==> src/rtl/cpu_ctrl_pkg.sv <==
// Shared types for the SAP-1.5 control unit: opcode encoding and the
// per-cycle control word that fans out to every datapath strobe.
package cpu_ctrl_pkg;

  localparam int unsigned OPCODE_W    = 4;
  localparam int unsigned STEP_W      = 3;
  localparam int unsigned FETCH_STEPS = 2;

  typedef enum logic [3:0] {
    OP_NOP = 4'h0,
    OP_LDA = 4'h1,
    OP_LDB = 4'h2,
    OP_ADD = 4'h3,
    OP_SUB = 4'h4,
    OP_STA = 4'h5,
    OP_LDI = 4'h6,
    OP_JMP = 4'h7,
    OP_JC  = 4'h8,
    OP_JZ  = 4'h9,
    OP_OUT = 4'hE,
    OP_HLT = 4'hF
  } opcode_t;

  typedef struct packed {
    logic pc_inc;
    logic pc_load;
    logic pc_oe;
    logic mar_load;
    logic ram_oe;
    logic ram_we;
    logic ir_load;
    logic ir_oe;
    logic a_load;
    logic a_oe;
    logic b_load;
    logic alu_sub;
    logic alu_oe;
    logic flags_load;
    logic out_load;
  } ctrl_word_t;

endpackage

==> src/rtl/microcode_rom.sv <==
// Combinational microcode decode: (opcode, T-state, flags) -> control word,
// plus end-of-instruction and halt indications.
module microcode_rom
  import cpu_ctrl_pkg::*;
#(
  parameter int unsigned STEP_W = 3
) (
  input  logic [3:0]        opcode,
  input  logic [STEP_W-1:0] step,
  input  logic              flag_zero,
  input  logic              flag_carry,
  output ctrl_word_t        cw,
  output logic              last,
  output logic              hlt
);

  localparam logic [STEP_W-1:0] T0 = STEP_W'(0);
  localparam logic [STEP_W-1:0] T1 = STEP_W'(1);
  localparam logic [STEP_W-1:0] T2 = STEP_W'(FETCH_STEPS);
  localparam logic [STEP_W-1:0] T3 = STEP_W'(FETCH_STEPS + 1);
  localparam logic [STEP_W-1:0] T4 = STEP_W'(FETCH_STEPS + 2);

  opcode_t op;
  assign op = opcode_t'(opcode);

  // Decode one microstep; unreachable steps end the instruction so a stray
  // step value always falls back to fetch.
  always_comb begin
    cw   = '0;
    last = 1'b0;
    hlt  = 1'b0;
    case (step)
      T0: begin
        cw.pc_oe    = 1'b1;
        cw.mar_load = 1'b1;
      end
      T1: begin
        cw.ram_oe  = 1'b1;
        cw.ir_load = 1'b1;
        cw.pc_inc  = 1'b1;
      end
      T2: begin
        case (op)
          OP_LDA, OP_LDB, OP_ADD, OP_SUB, OP_STA: begin
            cw.ir_oe    = 1'b1;
            cw.mar_load = 1'b1;
          end
          OP_LDI: begin
            cw.ir_oe  = 1'b1;
            cw.a_load = 1'b1;
            last      = 1'b1;
          end
          OP_JMP: begin
            cw.ir_oe   = 1'b1;
            cw.pc_load = 1'b1;
            last       = 1'b1;
          end
          OP_JC: begin
            cw.ir_oe   = flag_carry;
            cw.pc_load = flag_carry;
            last       = 1'b1;
          end
          OP_JZ: begin
            cw.ir_oe   = flag_zero;
            cw.pc_load = flag_zero;
            last       = 1'b1;
          end
          OP_OUT: begin
            cw.a_oe     = 1'b1;
            cw.out_load = 1'b1;
            last        = 1'b1;
          end
          OP_HLT:  hlt  = 1'b1;
          default: last = 1'b1;
        endcase
      end
      T3: begin
        case (op)
          OP_LDA: begin
            cw.ram_oe = 1'b1;
            cw.a_load = 1'b1;
            last      = 1'b1;
          end
          OP_LDB: begin
            cw.ram_oe = 1'b1;
            cw.b_load = 1'b1;
            last      = 1'b1;
          end
          OP_ADD, OP_SUB: begin
            cw.ram_oe = 1'b1;
            cw.b_load = 1'b1;
          end
          OP_STA: begin
            cw.a_oe   = 1'b1;
            cw.ram_we = 1'b1;
            last      = 1'b1;
          end
          default: last = 1'b1;
        endcase
      end
      T4: begin
        case (op)
          OP_ADD, OP_SUB: begin
            cw.alu_oe     = 1'b1;
            cw.a_load     = 1'b1;
            cw.flags_load = 1'b1;
            cw.alu_sub    = (op == OP_SUB);
            last          = 1'b1;
          end
          default: last = 1'b1;
        endcase
      end
      default: last = 1'b1;
    endcase
  end

endmodule

==> src/rtl/microcode_sequencer.sv <==
// SAP-1.5 control unit: T-state counter and halt latch around the microcode
// decode, with outputs forced low during reset and while halted.
module microcode_sequencer #(
  parameter int unsigned OPCODE_W = 4,
  parameter int unsigned STEP_W   = 3
) (
  input  logic                clk,
  input  logic                reset,
  input  logic [OPCODE_W-1:0] opcode,
  input  logic                flag_zero,
  input  logic                flag_carry,
  output logic                pc_inc,
  output logic                pc_load,
  output logic                pc_oe,
  output logic                mar_load,
  output logic                ram_oe,
  output logic                ram_we,
  output logic                ir_load,
  output logic                ir_oe,
  output logic                a_load,
  output logic                a_oe,
  output logic                b_load,
  output logic                alu_sub,
  output logic                alu_oe,
  output logic                flags_load,
  output logic                out_load,
  output logic                halted,
  output logic [STEP_W-1:0]   step
);

  logic [STEP_W-1:0]       step_q, step_d;
  logic                    halted_q, halted_d;
  cpu_ctrl_pkg::ctrl_word_t cw_rom, cw;
  logic                    last, hlt;

  microcode_rom #(
    .STEP_W (STEP_W)
  ) u_rom (
    .opcode     (opcode[3:0]),
    .step       (step_q),
    .flag_zero  (flag_zero),
    .flag_carry (flag_carry),
    .cw         (cw_rom),
    .last       (last),
    .hlt        (hlt)
  );

  // Next step/halt: freeze once halted, wrap to T0 after the last microstep.
  always_comb begin
    step_d   = step_q;
    halted_d = halted_q;
    if (!halted_q) begin
      if (hlt) begin
        halted_d = 1'b1;
      end else if (last) begin
        step_d = '0;
      end else begin
        step_d = step_q + STEP_W'(1);
      end
    end
  end

  // Sequencer state registers with synchronous reset.
  always_ff @(posedge clk) begin
    if (reset) begin
      step_q   <= '0;
      halted_q <= 1'b0;
    end else begin
      step_q   <= step_d;
      halted_q <= halted_d;
    end
  end

  // Gate the control word so nothing strobes during reset or after halt.
  always_comb begin
    cw = cw_rom;
    if (reset || halted_q) cw = '0;
  end

  assign pc_inc     = cw.pc_inc;
  assign pc_load    = cw.pc_load;
  assign pc_oe      = cw.pc_oe;
  assign mar_load   = cw.mar_load;
  assign ram_oe     = cw.ram_oe;
  assign ram_we     = cw.ram_we;
  assign ir_load    = cw.ir_load;
  assign ir_oe      = cw.ir_oe;
  assign a_load     = cw.a_load;
  assign a_oe       = cw.a_oe;
  assign b_load     = cw.b_load;
  assign alu_sub    = cw.alu_sub;
  assign alu_oe     = cw.alu_oe;
  assign flags_load = cw.flags_load;
  assign out_load   = cw.out_load;
  assign halted     = halted_q;
  assign step       = step_q;

endmodule

==> config.mk <==
export PLATFORM = sky130hd
export DESIGN_NAME = microcode_sequencer
export DESIGN_NICKNAME = d
export VERILOG_FILES = /design/src/rtl/cpu_ctrl_pkg.sv /design/src/rtl/microcode_rom.sv /design/src/rtl/microcode_sequencer.sv
export SDC_FILE = /design/constraint.sdc
export NUM_CORES = 1
export LEC_CHECK = 0
export ABC_CLOCK_PERIOD_IN_PS = 1800
export BUFFER_PORTS_ARGS = -buffer_cell sky130_fd_sc_hd__clkbuf_2
export CAP_MARGIN = 20
export CORE_AREA = 2 2 40 42
export CTS_BUF_LIST = sky130_fd_sc_hd__clkbuf_16
export CTS_CLUSTER_SIZE = 12
export DETAILED_ROUTE_END_ITERATION = 6
export DIE_AREA = 0 0 42 44
export PLACE_DENSITY = 0.71
export SYNTH_ARGS = -nofsm -noshare
export SYNTH_HDL_FRONTEND = slang
export SYNTH_SLANG_ARGS = --single-unit
==> constraint.sdc <==
create_clock -name clk -period 1.8 [get_ports clk]
set_input_delay 0.18 -clock clk [delete_from_list [all_inputs] [get_ports clk]]
set_output_delay 0.18 -clock clk [all_outputs]
set_load 0.01 [all_outputs]
==> flow_summary.yaml <==
hold_path:
  hold-path-cell-count: 2
  holdPathEnd: "halted$_SDFF_PP0_"
  hold_path_class: "input pin to flip-flop"
  hp-start: "reset"
critical_path:
  required_ns: 1.62
  critical_path.max_fanout: 5
  r2r_start: "step[0]$_SDFFE_PP0P_"
  endpoint_kind: "primary output"
  critical_path_class: "flip-flop to primary output"
  r2r_setup_slack_ns: 0.17
  reg2reg_to: "step[1]$_SDFFE_PP0P_"
  arrival_ns: 1.56
  ff2ff_path_depth: 7
  startpoint_type: "flip-flop"
synthesis:
  ys_ff_latch: 4
  ys_warn_count: 0
  ys_seq_area_share_pct: 13.7
  yosysUniqueCellTypes: 35
  yosys.area_share.simple_pct: 39.8
  ys_async_sr_fraction_pct: 0
  synth_cells: 83
  yosys-mux-area-fraction_pct: 3.43
  synth_area_um2: 584
  synth_nets: 96
  yosys-top-cells-count: "nor2_1, nand2_1, nor3_1, ha_1, dfxtp_1"
  synth_edf_count: 0
  ys.flop_type: "dfxtp_1"
  synth_xor_xnor_area_share_pct: 0
  synth_area_per_cell_um2: 7.04
  synth.top_cells.by_area: "dfxtp_1, ha_1, nor2_1"
  synth_compound_area_share_pct: 22.9
  synth_area_leader_cell: "dfxtp_1"
  synth_top_family_by_area: "simple AND/OR/NAND/NOR gates"
  yosys.cell_count.top_type: "nor2_1"
  synth_adder_area_share_pct: 10.7
  yosys.area.top_type_share_pct: 13.7
timing:
  rsz0062_at_grt: "no"
  fin_crit_sh_pct: 96.4
  setup_viol: 0
  fin_crit_ns: 1.74
  relSlewSlack_pct: 79.1
  fmax_mhz: 576
  final_hold_viol_count: 0
  worstMarginPinSlew_ns: 0.313
  finalSetupTns_ns: 0
  fin_skew_ns: 0.000523
  maxSlewViolCount: 0
floorplan:
  io_pins: 27
  die-area_um2: 1850
  initial_core_util_pct: 41.2
  row_count: 14
  fp.dieH_um: 44
  die_w_um: 42
  core_area_um2: 1420
detailed_routing:
  dr.pass1.iters: 5
  wl_met1_um: 712
  via_count: 740
  post-route-drc-count: 0
  via_per_inst: 5.83
  final_antenna_net_count: 0
  wl_per_cell_um: 13.4
  wl_met2_um: 839
  drtIter0Drc: 31
  routed.top_layer: "met4"
  met3_length_um: 119
  wirelength_um: 1700
global_routing:
  grt_first_pass_wirelength_um: 2680
  grt_pass1_vias: 628
  track_usage_pct: 19.1
  antenna_found_initial: 0
  grt_max_degree: 13
  gr-total-overflow: 0
placement:
  dp_hpwl_um: 1240
  dp_cells: 123
  io_buffers: 26
  gp_congestion: 0.825
power_and_ir_drop:
  p_leak_nw: 0.385
  pwr-share-comb_pct: 49.4
  vdd_drop_max_uv: 981
  p_clk_share_pct: 33.7
  power_frac_seq_pct: 16.9
  switchingPower_mw: 0.374
  power_density_nw_per_um2: 1150
  intPower_mw: 0.640
  p_sw_share_pct: 36.9
cells_and_area:
  syn2layout_area_growth_pct: 50.7
  drive_gt1_share_pct: 45.9
  diodes: 0
  final_cells: 127
  finalNetCount: 126
clock_tree:
  root_buffer: "clkbuf_16"
  cts.sinks: 4
  cts_buffers: 3
  htreeDepth: 1
  cts_hold_buffers: 0
  clk_path_buf_depth: 2
  cts_tree: "built"
  insertion_delay_ns: 0.22
  cts.clk_slew.worst_paths_ns: 0.03
run_status:
  status: "complete, no violations"
job:
  cap_violations: 0
==> worst max-delay path by stage <==
stage | end | slack (ns) | start | depth (start not counted)
floorplan | step[0]$_SDFFE_PP0P_ | 0.09 | step[0]$_SDFFE_PP0P_ | 6
global placement | a_oe | 0.06 | step[1]$_SDFFE_PP0P_ | 7
detailed placement | a_oe | 0.02 | step[0]$_SDFFE_PP0P_ | 7
CTS | a_load | 0.003 | step[0]$_SDFFE_PP0P_ | 6
global route | a_oe | 0.0009 | step[0]$_SDFFE_PP0P_ | 7
finish | a_load | 0.06 | step[1]$_SDFFE_PP0P_ | 6
==> state kept, by name (all words and copies together) (netlist names) <==
signal,count
step,3
halted,1
==> kinds of logic (layout without fill, tap and decap cells) <==
kind of cell,count (synthesis),after routing
adder cells (fa/ha/maj),5,5
AND/OR/NAND/NOR,43,43
multiplexers,2,2
AO/OA/AOI/OAI,18,18
buffers and inverters,11,39
flip-flops,4,4
==> per-stage QoR <==
stage / util, % / power, mW / cell area (um2) / hold WS, ns / worst slack, ns
floorplan: - / 0.441 / 584 / 0.277 / 0.0859
finish: 62.1 / 1.01 / 881 / 0.238 / 0.0646
CTS: 59.4 / 0.977 / 843 / 0.237 / 0.00315
global placement: 51.3 / 0.592 / 728 / 0.457 / 0.0599
detailed placement: 51.3 / 0.590 / 728 / 0.466 / 0.0224
global route: 62.1 / 1.08 / 881 / 0.260 / 0.000859
==> worst max-delay path: stages (launching register included) <==
cell and delay (ns):
dfxtp_4 0.35, inv_1 0.07, ha_2 0.21, nand4_1 0.18, a21oi_2 0.22, o21a_1 0.17, clkbuf_2 0.13
==> cell type report <==
class | count | area, um2
inverters | 5 | 21.3
flip-flops and latches | 4 | 87.6
clock buffers | 3 | 75.1
fillers | 143 | 538
multi-input cells | 68 | 509
well taps | 16 | 20.0
repair buffers | 31 | 168
==> layer usage <==
layer | up-vias | GRT usage, %
met3 | 4 | 1.25
li1 | 358 | -
met1 | 348 | 21.2
met4 | 0 | 11.6
met5 | - | 0
met2 | 30 | 35.6
==> layout by cell type, fill, tap and decap left out, types with 3 or more instances in the layout <==
master,synthesis,routed
nor2_1,11,11
nor3_1,6,6
and3_1,3,3
clkbuf_16,0,3
buf_4,3,5
clkbuf_2,0,26
nand3b_1,3,3
and2_1,3,3
nand2_1,6,6
==> what timing repair did <==
action | in CTS | in global routing
endpoints found under the hold margin | 0 | 0
buffers inserted | 1 | 0
cloned | 0 | 0
pin swaps | 0 | 2
setup endpoints to repair | 4 | 6
gates resized for setup | 9 | 10
==> power by group through the flow <==
stage	clock network, mW	registers (mW)	logic [mW]
detailed placement	0	0.145	0.445
finish	0.342	0.171	0.501
global placement	0	0.142	0.449
CTS	0.349	0.161	0.467
floorplan	0	0.157	0.284
global route	0.357	0.175	0.552
Power figures use the tool's default switching activity.
